### src/rtl/psum_quant_drain.sv
// psum_quant_drain
//   Downstream stage of the sparse MAC array. It captures one group of four
//   signed partial-sum lanes together with a requantization shift and a ReLU
//   enable. It then drains the group one lane per cycle into an output FIFO.
//   Each lane goes through ReLU, a round-half-up arithmetic right shift and
//   saturation to a signed byte.
//
// Ports
//   Clk, rst               clock (rising edge), asynchronous active-high reset
//   In_valid / In_ready    lane-group handshake (accepted only in IDLE)
//   Input_0..Input_3       signed ACC_WIDTH partial sums
//   Shift, Relu_en         quantization controls, captured with the group
//   Out_valid / Out_ready  FIFO head handshake
//   Output_data            quantized byte at the FIFO head
//   Output_lane            lane index of the head byte
//   Output_last            head byte came from lane 3
//   Busy                   a group is draining or the FIFO holds data
//   Sat_count              count of clipped lanes, sticks at 255
module psum_quant_drain #(
    parameter int DATA_WIDTH  = 8,
    parameter int ACC_WIDTH   = 32,
    parameter int FIFO_DEPTH  = 8,
    parameter int SHIFT_WIDTH = 5
) (
    input  logic                   Clk,
    input  logic                   rst,
    input  logic                   In_valid,
    output logic                   In_ready,
    input  logic [ACC_WIDTH-1:0]   Input_0,
    input  logic [ACC_WIDTH-1:0]   Input_1,
    input  logic [ACC_WIDTH-1:0]   Input_2,
    input  logic [ACC_WIDTH-1:0]   Input_3,
    input  logic [SHIFT_WIDTH-1:0] Shift,
    input  logic                   Relu_en,
    output logic                   Out_valid,
    input  logic                   Out_ready,
    output logic [DATA_WIDTH-1:0]  Output_data,
    output logic [1:0]             Output_lane,
    output logic                   Output_last,
    output logic                   Busy,
    output logic [7:0]             Sat_count
);

    localparam int PTR_W = $clog2(FIFO_DEPTH);
    // One FIFO entry is {lane[1:0], last, data}.
    localparam int ENT_W = DATA_WIDTH + 3;
    localparam logic [PTR_W:0] FULL_CNT = (PTR_W + 1)'(FIFO_DEPTH);

    // Saturation bounds expressed at the widened internal precision.
    localparam logic signed [ACC_WIDTH:0] SAT_MAX =
        $signed({{(ACC_WIDTH - DATA_WIDTH + 2){1'b0}}, {(DATA_WIDTH - 1){1'b1}}});
    localparam logic signed [ACC_WIDTH:0] SAT_MIN =
        $signed({{(ACC_WIDTH - DATA_WIDTH + 2){1'b1}}, {(DATA_WIDTH - 1){1'b0}}});

    typedef enum logic {IDLE, DRAIN} state_t;

    state_t                 state_q, state_d;
    logic                   in_ready_q, in_ready_d;
    logic [1:0]             lane_cnt_q, lane_cnt_d;
    logic [ACC_WIDTH-1:0]   lane_q [4];
    logic [ACC_WIDTH-1:0]   lane_d [4];
    logic [SHIFT_WIDTH-1:0] shift_q, shift_d;
    logic                   relu_q, relu_d;
    logic [PTR_W-1:0]       wr_ptr_q, wr_ptr_d;
    logic [PTR_W-1:0]       rd_ptr_q, rd_ptr_d;
    logic [PTR_W:0]         count_q, count_d;
    logic [7:0]             sat_cnt_q, sat_cnt_d;
    logic [ENT_W-1:0]       mem_q [FIFO_DEPTH];

    logic                   push;
    logic                   pop;
    logic [ENT_W-1:0]       push_entry;
    logic [ENT_W-1:0]       head_entry;

    // ------------------------------------------------------------------
    // Quantizer for the lane currently selected by lane_cnt_q.
    // One extra bit of headroom keeps the rounding add from wrapping.
    // ------------------------------------------------------------------
    logic signed [ACC_WIDTH:0] x_ext;
    logic signed [ACC_WIDTH:0] x_relu;
    logic signed [ACC_WIDTH:0] round_add;
    logic signed [ACC_WIDTH:0] x_rnd;
    logic signed [ACC_WIDTH:0] y_val;
    logic [DATA_WIDTH-1:0]     q_byte;
    logic                      clip;

    always_comb begin
        x_ext  = $signed({lane_q[lane_cnt_q][ACC_WIDTH-1], lane_q[lane_cnt_q]});
        x_relu = (relu_q && x_ext[ACC_WIDTH]) ? '0 : x_ext;
        // (1 << shift) >> 1 is 2^(shift-1), and it is 0 for shift == 0.
        // So a zero shift passes the value through unchanged.
        round_add = $signed(({{ACC_WIDTH{1'b0}}, 1'b1} << shift_q) >> 1);
        x_rnd  = x_relu + round_add;
        y_val  = x_rnd >>> shift_q;
        clip   = 1'b0;
        if (y_val > SAT_MAX) begin
            q_byte = SAT_MAX[DATA_WIDTH-1:0];
            clip   = 1'b1;
        end else if (y_val < SAT_MIN) begin
            q_byte = SAT_MIN[DATA_WIDTH-1:0];
            clip   = 1'b1;
        end else begin
            q_byte = y_val[DATA_WIDTH-1:0];
        end
    end

    assign push_entry = {lane_cnt_q, (lane_cnt_q == 2'd3), q_byte};

    // ------------------------------------------------------------------
    // Next-state logic: FSM, capture registers, FIFO pointers, counters.
    // ------------------------------------------------------------------
    always_comb begin
        state_d    = state_q;
        lane_cnt_d = lane_cnt_q;
        shift_d    = shift_q;
        relu_d     = relu_q;
        for (int i = 0; i < 4; i++) begin
            lane_d[i] = lane_q[i];
        end
        push = 1'b0;
        pop  = (count_q != '0) && Out_ready;

        case (state_q)
            IDLE: begin
                if (In_valid) begin
                    lane_d[0]  = Input_0;
                    lane_d[1]  = Input_1;
                    lane_d[2]  = Input_2;
                    lane_d[3]  = Input_3;
                    shift_d    = Shift;
                    relu_d     = Relu_en;
                    lane_cnt_d = 2'd0;
                    state_d    = DRAIN;
                end
            end
            DRAIN: begin
                // The full test uses the registered count. A pop in the same
                // cycle does not open a slot until the next cycle.
                if (count_q != FULL_CNT) begin
                    push       = 1'b1;
                    lane_cnt_d = 2'(lane_cnt_q + 2'd1);
                    if (lane_cnt_q == 2'd3) begin
                        state_d = IDLE;
                    end
                end
            end
            default: state_d = IDLE;
        endcase

        in_ready_d = (state_d == IDLE);

        wr_ptr_d = push ? PTR_W'(wr_ptr_q + 1'b1) : wr_ptr_q;
        rd_ptr_d = pop  ? PTR_W'(rd_ptr_q + 1'b1) : rd_ptr_q;
        case ({push, pop})
            2'b10:   count_d = count_q + 1'b1;
            2'b01:   count_d = count_q - 1'b1;
            default: count_d = count_q;
        endcase

        sat_cnt_d = sat_cnt_q;
        if (push && clip && (sat_cnt_q != 8'hFF)) begin
            sat_cnt_d = sat_cnt_q + 8'd1;
        end
    end

    always_ff @(posedge Clk or posedge rst) begin
        if (rst) begin
            state_q    <= IDLE;
            in_ready_q <= 1'b1;
            lane_cnt_q <= 2'd0;
            shift_q    <= '0;
            relu_q     <= 1'b0;
            wr_ptr_q   <= '0;
            rd_ptr_q   <= '0;
            count_q    <= '0;
            sat_cnt_q  <= 8'd0;
            for (int i = 0; i < 4; i++) begin
                lane_q[i] <= '0;
            end
        end else begin
            state_q    <= state_d;
            in_ready_q <= in_ready_d;
            lane_cnt_q <= lane_cnt_d;
            shift_q    <= shift_d;
            relu_q     <= relu_d;
            wr_ptr_q   <= wr_ptr_d;
            rd_ptr_q   <= rd_ptr_d;
            count_q    <= count_d;
            sat_cnt_q  <= sat_cnt_d;
            for (int i = 0; i < 4; i++) begin
                lane_q[i] <= lane_d[i];
            end
        end
    end

    // FIFO storage has no reset. An empty FIFO never exposes a stale entry,
    // because the outputs are gated below.
    always_ff @(posedge Clk) begin
        if (push) begin
            mem_q[wr_ptr_q] <= push_entry;
        end
    end

    assign head_entry  = mem_q[rd_ptr_q];
    assign Out_valid   = (count_q != '0);
    assign Output_data = Out_valid ? head_entry[DATA_WIDTH-1:0] : '0;
    assign Output_last = Out_valid ? head_entry[DATA_WIDTH] : 1'b0;
    assign Output_lane = Out_valid ? head_entry[ENT_W-1 -: 2] : 2'd0;
    assign In_ready    = in_ready_q;
    assign Busy        = (state_q == DRAIN) || Out_valid;
    assign Sat_count   = sat_cnt_q;

endmodule

### config.mk
export PLATFORM = sky130hd
export DESIGN_NAME = psum_quant_drain
export DESIGN_NICKNAME = d
export VERILOG_FILES = /design/src/rtl/psum_quant_drain.sv
export SDC_FILE = /design/constraint.sdc
export NUM_CORES = 1
export LEC_CHECK = 0
export CAP_MARGIN = 20
export CELL_PAD_IN_SITES_DETAIL_PLACEMENT = 1
export CELL_PAD_IN_SITES_GLOBAL_PLACEMENT = 1
export CORE_MARGIN = 3
export CORE_UTILIZATION = 48
export CTS_CLUSTER_SIZE = 25
export DETAILED_ROUTE_END_ITERATION = 7
export PLACE_DENSITY_LB_ADDON = 0.05
export SETUP_SLACK_MARGIN = 0.15
export SLEW_MARGIN = 20
export SYNTH_ARGS = -nofsm -noshare
export SYNTH_HDL_FRONTEND = slang
export SYNTH_SLANG_ARGS = --single-unit
### constraint.sdc
create_clock -name Clk -period 11.2 [get_ports Clk]
set_input_delay 2.24 -clock Clk [delete_from_list [all_inputs] [get_ports Clk]]
set_output_delay 2.24 -clock Clk [all_outputs]
set_load 0.01 [all_outputs]
-- Word level (Yosys, flattened, before mapping)
Memory sizes are Yosys's and may differ from the RTL's.
Index checks and enable logic that the tools add are counted.
- $lt $le $gt $ge: 3
- mux-type cells: 23
- shifts and indexed selects: 2
- equal/unequal tests: 7
- reduce and logical (&&, ||, !) cells: 9
- bitwise gates (word level): 3
- add/sub/neg operators: 7
- operators with widths (cell ; number):
    binary-select mux 32 bit (select 2 bit) ; 1
    two-way mux 32 bit ; 2
    adder 33 bit ; 1
    greater-than comparator 33 x 8 -> 1 bit (second input constant) ; 1
    < comparator 33 x 8 -> 1 bit (second input constant) ; 1
    two-way mux 33 bit ; 1
    << shifter 1 x 5 -> 33 bit (first input constant) ; 1
    >>> shifter 33 x 5 -> 33 bit ; 1
    two-way mux 8 bit ; 3
    two-way mux 1 bit ; 10
    adder 8 x 1 -> 8 bit (second input constant) ; 1
    inequality test 8 bit (second input constant) ; 1
    case mux 4 bit (2 select lines) ; 1
    adder 3 x 1 -> 3 bit (second input constant) ; 2
    two-way mux 2 bit ; 3
    adder 4 x 1 -> 4 bit (second input constant) ; 1
    equality test 2 bit (second input constant) ; 2
    logical AND 1 bit ; 4
    inequality test 4 bit (second input constant) ; 1
    case mux 2 bit (2 select lines) ; 1
    AND reduction 2 bit ; 2
    nonzero test 4 bit ; 1
    subtractor 4 x 1 -> 4 bit (second input constant) ; 1
    >= comparator 3 bit (second input constant) ; 1
    other kinds (9) ; 10
- register bits after elaboration: 156
- RAM bits: 88
- word-level logic and storage cells: 68
- output and inout bits: 22
- input bits: 138
- memories kept: 1
- memories (name ; words ; width ; rd ports ; clocked after memory_dff ; wr ports ; line ; text):
    mem_q ; 8 ; 11 ; 1 ; 0 ; 1 ; 68 ; logic [ENT_W-1:0] mem_q [FIFO_DEPTH];

-- Longest topological paths before layout
- depth in word-level cells: 13
- depth in mapped cells: 25
- gate-level depth less buffers: 21

-- Worst setup path before layout
Ideal clock, no wire load.
- kind: reg2reg
- start: register lane_cnt_q[0]
- end: register sat_cnt_q[1] (netlist: Sat_count[1])
- cell stages (with the launch flop): 21
- slack: 5.570 ns
- period minus slack after synthesis: 5.630 ns
- setup time: 0.128 ns
- path buffers: 3
- data arrival time: 5.503 ns
- required time: 11.072 ns
- cells stage by stage: dfrtp_1 buf_2 buf_1 mux4_2 nor2b_1 ha_1 buf_2 a21oi_2 o21ai_1 mux2_1 a211o_1 or3_1 a211o_1 o32a_1 and2_4 nor3_1 nand4_1 o22ai_1 nand4_1 nand2_2 mux2_1
- longest elaborated chain between the ends: 13
- elaborated cells between the ends (all ways): 14
- classes of those cells: 1 x add/sub; 2 x order compare; 1 x shift; 6 x mux; 1 x bitwise; 3 x reduce/logical
- RTL lines (what ; line ; text):
    start, declared ; 59 ; logic [1:0] lane_cnt_q, lane_cnt_d;
    start signal, assigned ; 183 ; lane_cnt_q <= lane_cnt_d;
    inverter 2 -> 3 bit (not written as such) (*) ; 88 ; x_ext = $signed({lane_q[lane_cnt_q][ACC_WIDTH-1], lane_q[lane_cnt_q]});
    binary-select mux 32 bit (select 2 bit) (*) ; 88 ;
    two-way mux 32 bit (not written as such) (*) (2 in series) ; 88 ;
    logical AND 1 bit ; 89 ; x_relu = (relu_q && x_ext[ACC_WIDTH]) ? '0 : x_ext;
    two-way mux 33 bit (*) ; 89 ;
    adder 33 bit (*) ; 93 ; x_rnd = x_relu + round_add;
    >>> shifter 33 x 5 -> 33 bit (*) ; 94 ; y_val = x_rnd >>> shift_q;
    < comparator 33 x 8 -> 1 bit ; 99 ; end else if (y_val < SAT_MIN) begin
    two-way mux 1 bit ; 99 ;
    two-way mux 1 bit (*) ; 96 ; if (y_val > SAT_MAX) begin
    logical AND 1 bit (*) (2 in series) ; 161 ; if (push && clip && (sat_cnt_q != 8'hFF)) begin
    end signal, assigned ; 189 ; sat_cnt_q <= sat_cnt_d;
    end, declared ; 67 ; logic [7:0] sat_cnt_q, sat_cnt_d;
Every way passes the cells marked *; elsewhere a longest branch is shown, timed or not. The select of a mux whose other input is x is not followed.
A chain may end at the register's enable or synchronous reset.

-- Final worst setup path
- start: register lane_cnt_q[0]
- end: memory mem_q[4][6] in the netlist's numbering (data pin)
- longest elaborated chain between the ends: 11
- elaborated cells between the ends (all ways): 12
- classes of those cells: 1 x add/sub; 2 x order compare; 1 x shift; 6 x mux; 1 x bitwise; 1 x reduce/logical
- RTL lines (what ; line ; text):
    inverter 2 -> 3 bit (not written as such) (*) ; 88 ;
    binary-select mux 32 bit (select 2 bit) (*) ; 88 ;
    two-way mux 32 bit (not written as such) (*) (2 in series) ; 88 ;
    logical AND 1 bit ; 89 ;
    two-way mux 33 bit (*) ; 89 ;
    adder 33 bit (*) ; 93 ;
    >>> shifter 33 x 5 -> 33 bit (*) ; 94 ;
    < comparator 33 x 8 -> 1 bit ; 99 ;
    two-way mux 8 bit ; 99 ;
    two-way mux 8 bit (*) ; 96 ;
    via push_entry[6] ; 72 ; logic [ENT_W-1:0] push_entry;
    end, declared ; 68 ;
The timed path passes the listed nets; every way through them passes the cells marked *. The select of a mux whose other input is x is not followed.

==> impl_results.md <==
- Initial Utilization: 49.5%
- Crit path kind: reg2reg
- RSZ-0062 raised after global routing: no
- Pre-CTS WS: 4.01 ns
- Deepest clock path buffer count: 3
- Crit Path Max Fanout: 43
- Skew final: 0.0438 ns
- Largest family of logic cells by synthesized area: simple AND/OR/NAND/NOR gates
- Routed vias/inst: 6.34
- Max Slew Vio Count: 0
- Clk_lat worst skew: 0.59 ns
- Ys flop type: dfrtp_1
- Initial DRC count: 1104
- Wire per inst: 25.3 um
- Overall die height: 185 um
- Largest net degree at the start of global routing: 98
- Clock transition at path regs: 0.06 ns
- Min Tclk post-route: 7.32 ns
- Fin worst setup slack: 3.88 ns
- Vias in the first global route: 14700
- Area fraction in compound gates after synthesis: 15.7%
- Synth area leaders: dfrtp_1 25%, edfxtp_1 17%, nand2_1 12%
- Slew Limit Headroom: 26.4%
- Sequential share of the synthesized area: 42.5%
- F_max: 137 MHz
- I/O Buffers: 159
- Sum of negative setup slack: 0 ns
- Clock Root Buffer: clkbuf_16
- Post-Route WL: 55.1 mm
- Met2 wire len: 27.0 mm
- Number of H-tree levels: 1
- Setup violators final: 0
- # IOs: 160
- Met3 wire len: 2.97 mm
- Mapped Nets: 1831
- Vias: 13800
- Detail Route Antenna Nets: 0
- Post_cts resized: 0
- CTS Sinks: 244
- CP Launch Type: register
- Worst setup EP type: register
- Post-synth EDFFs: 88
- Width of the die: 185 um
- DRC Markers: 0
- Final estimated routing congestion in global placement: 1.01
- Hold Path Sink: lane_q[32]$_DFFE_PP0P_
- Worst reg2reg path depth: 17
- Final hold viol count: 0
- Status: finished, final reports clean
- Grt total ovfl: 0
- Synth async-reset ratio: 63.9%
- Peak supply drop: 0.000146 V
- Layout Nets: 1941
- DRT met1 WL: 22.5 mm
- Maximum capacitance violations: 0
- GRT Total Usage: 32.3%
- Synth cell types: 99
- #FFs+latches synth: 244
- CTS tree: yes
- Post-CTS setup buffers: 0
- Die ar.: 0.0343 mm2
- First-pass GRT wire length: 85.7 mm
- Hold wc startpoint: lane_q[32]$_DFFE_PP0P_
- Core Area: 0.0311 mm2
- Total power: 6.66 mW
- Layout cells sized above 1: 11.5%
- Pre-Repair DR Iteration Count: 5
- Post-synthesis mux area share: 10.4%
- Transition time of the tightest slew-check pin: 1.10 ns
- Gate Count Post-Synth: 1653
- Pwr dens: 364 mW/mm2
- Leakage power: 7.60 nW
- Worst Hold Path Cells: 2
- Biggest area consumer among synthesized cells: dfrtp_1
- Area growth syn-to-layout: 18.7%
- Post-Synth Adder-Cell Area: 3.34%
- Ys Warns: 0
- Initial antenna violation count: 0
- Yosys top cell area share: 25.2%
- Post-detail-place hpwl: 40.2 mm
- Worst r2r src: lane_cnt_q[0]$_DFFE_PP0P_
- Most frequent cells in the layout: 482 x nand2_1, 159 x clkdlybuf4s50_1, 154 x dfrtp_1
- Final period utilization: 65.4%
- CTS Buf Count: 28
- Inserted Diodes: 0
- Most common cell after layout, fill and taps aside: nand2_1
- Hold_buf cts: 0
- Worst hold-check path type: reg2reg
- Avg Inst Size Synth: 9.33 um2
- Row cnt: 64
- Area share of and/or/nand/nor cells after synthesis: 22.9%
- Top routing layer used: met4
- CP arrival: 7.62 ns
- CP required: 11.50 ns
- Post-Syn Area: 0.0154 mm2
- R2R Setup Slk: 3.88 ns
- Worst r2r dst: mem_q[4][6]$_DFFE_PP_
- Hold slack: 0.472 ns
- Synth Area in XOR/XNOR: 1.75%
-- registers in the layout, indices dropped and copies added, names as in the netlist --
register / cells
lane_q: 128
mem_q: 88
Sat_count: 8
shift_q: 5
count_q: 4
rd_ptr_q: 3
wr_ptr_q: 3
lane_cnt_q: 2
In_ready: 1
relu_q: 1
state_q: 1
-- critical path, cell delays in order, from the launching register on --
cell and delay, ns:
dfrtp_2 0.37, buf_4 0.62, mux4_2 0.64, nor2b_1 0.16, ha_1 0.67, nand4_2 0.35
nor3_1 0.41, nand4_1 0.39, a21o_1 0.30, a22oi_2 0.31, o211ai_1 0.15, a221oi_2 0.67
a211oi_1 0.22, a311oi_1 0.42, nand4_1 0.16, o22ai_1 0.24, a31oi_1 0.34, o21ai_1 0.61
-- layout make-up --
class,count,area [um2]
tap,396,495
clock inverter,16,228
multi-input combinational,1282,8380
inverter,21,83.8
fill,3446,12800
clock buffer,35,778
timing repair buffer,186,1790
sequential,244,6550
-- cells by family (layout without fill, tap and decap cells) --
| group | after synthesis | in the layout |
|---|---|---|
| and+or+nand+nor | 800 | 800 |
| AOI/OAI and AO/OA | 323 | 323 |
| DFF | 244 | 244 |
| buffers and inverters | 127 | 258 |
| muxes | 89 | 89 |
| adders and majority gates | 40 | 40 |
| xor gates and xnor gates | 30 | 30 |
-- how the worst max path moves through the flow --
stage                                         start                        to  cells past startpoint
after global placement    lane_cnt_q[0]$_DFFE_PP0P_     mem_q[0][5]$_DFFE_PP_                     17
after floorplan                                 rst  Sat_count[0]$_DFFE_PP0P_                      1
final                     lane_cnt_q[0]$_DFFE_PP0P_     mem_q[4][6]$_DFFE_PP_                     17
after CTS                 lane_cnt_q[0]$_DFFE_PP0P_     mem_q[4][1]$_DFFE_PP_                     17
after global routing         shift_q[1]$_DFFE_PP0P_     mem_q[6][6]$_DFFE_PP_                     20
after detailed placement  lane_cnt_q[0]$_DFFE_PP0P_     mem_q[6][3]$_DFFE_PP_                     17
-- synth_stat cells, types with 28 or more instances --
| library cell | instances |
|---|---|
| mux2i_1 | 28 |
| dfrtp_1 | 155 |
| nor2b_1 | 34 |
| nand2_1 | 482 |
| ha_1 | 38 |
| edfxtp_1 | 88 |
| nor3_1 | 49 |
| nor2_1 | 105 |
| mux4_2 | 56 |
| o21ai_0 | 39 |
| a21oi_1 | 62 |
| clkbuf_1 | 69 |
| a211oi_1 | 31 |
-- power breakdown --
group	internal [mW]	switching (mW)
Combinational	1.45	2.62
Clock	0.589	0.395
Sequential	1.37	0.233
Total	3.41	3.24
-- per-stage QoR --
step / instances / utilization, % / instance area [um2]
5_1_grt: 2180 / 58.8 / 18300
2_1_floorplan: 1653 / - / 15400
4_1_cts: 2180 / 58.7 / 18300
3_3_place_gp: 2128 / 55.5 / 17300
3_5_place_dp: 2129 / 55.5 / 17300
6_report: 2180 / 58.8 / 18300
-- layer usage --
metal,track usage [%],up-vias
li1,-,6184
met4,13.5,0
met2,55.3,563
met5,0,-
met3,3.99,148
met1,41.6,6917
(Power assumes the default switching activity.)
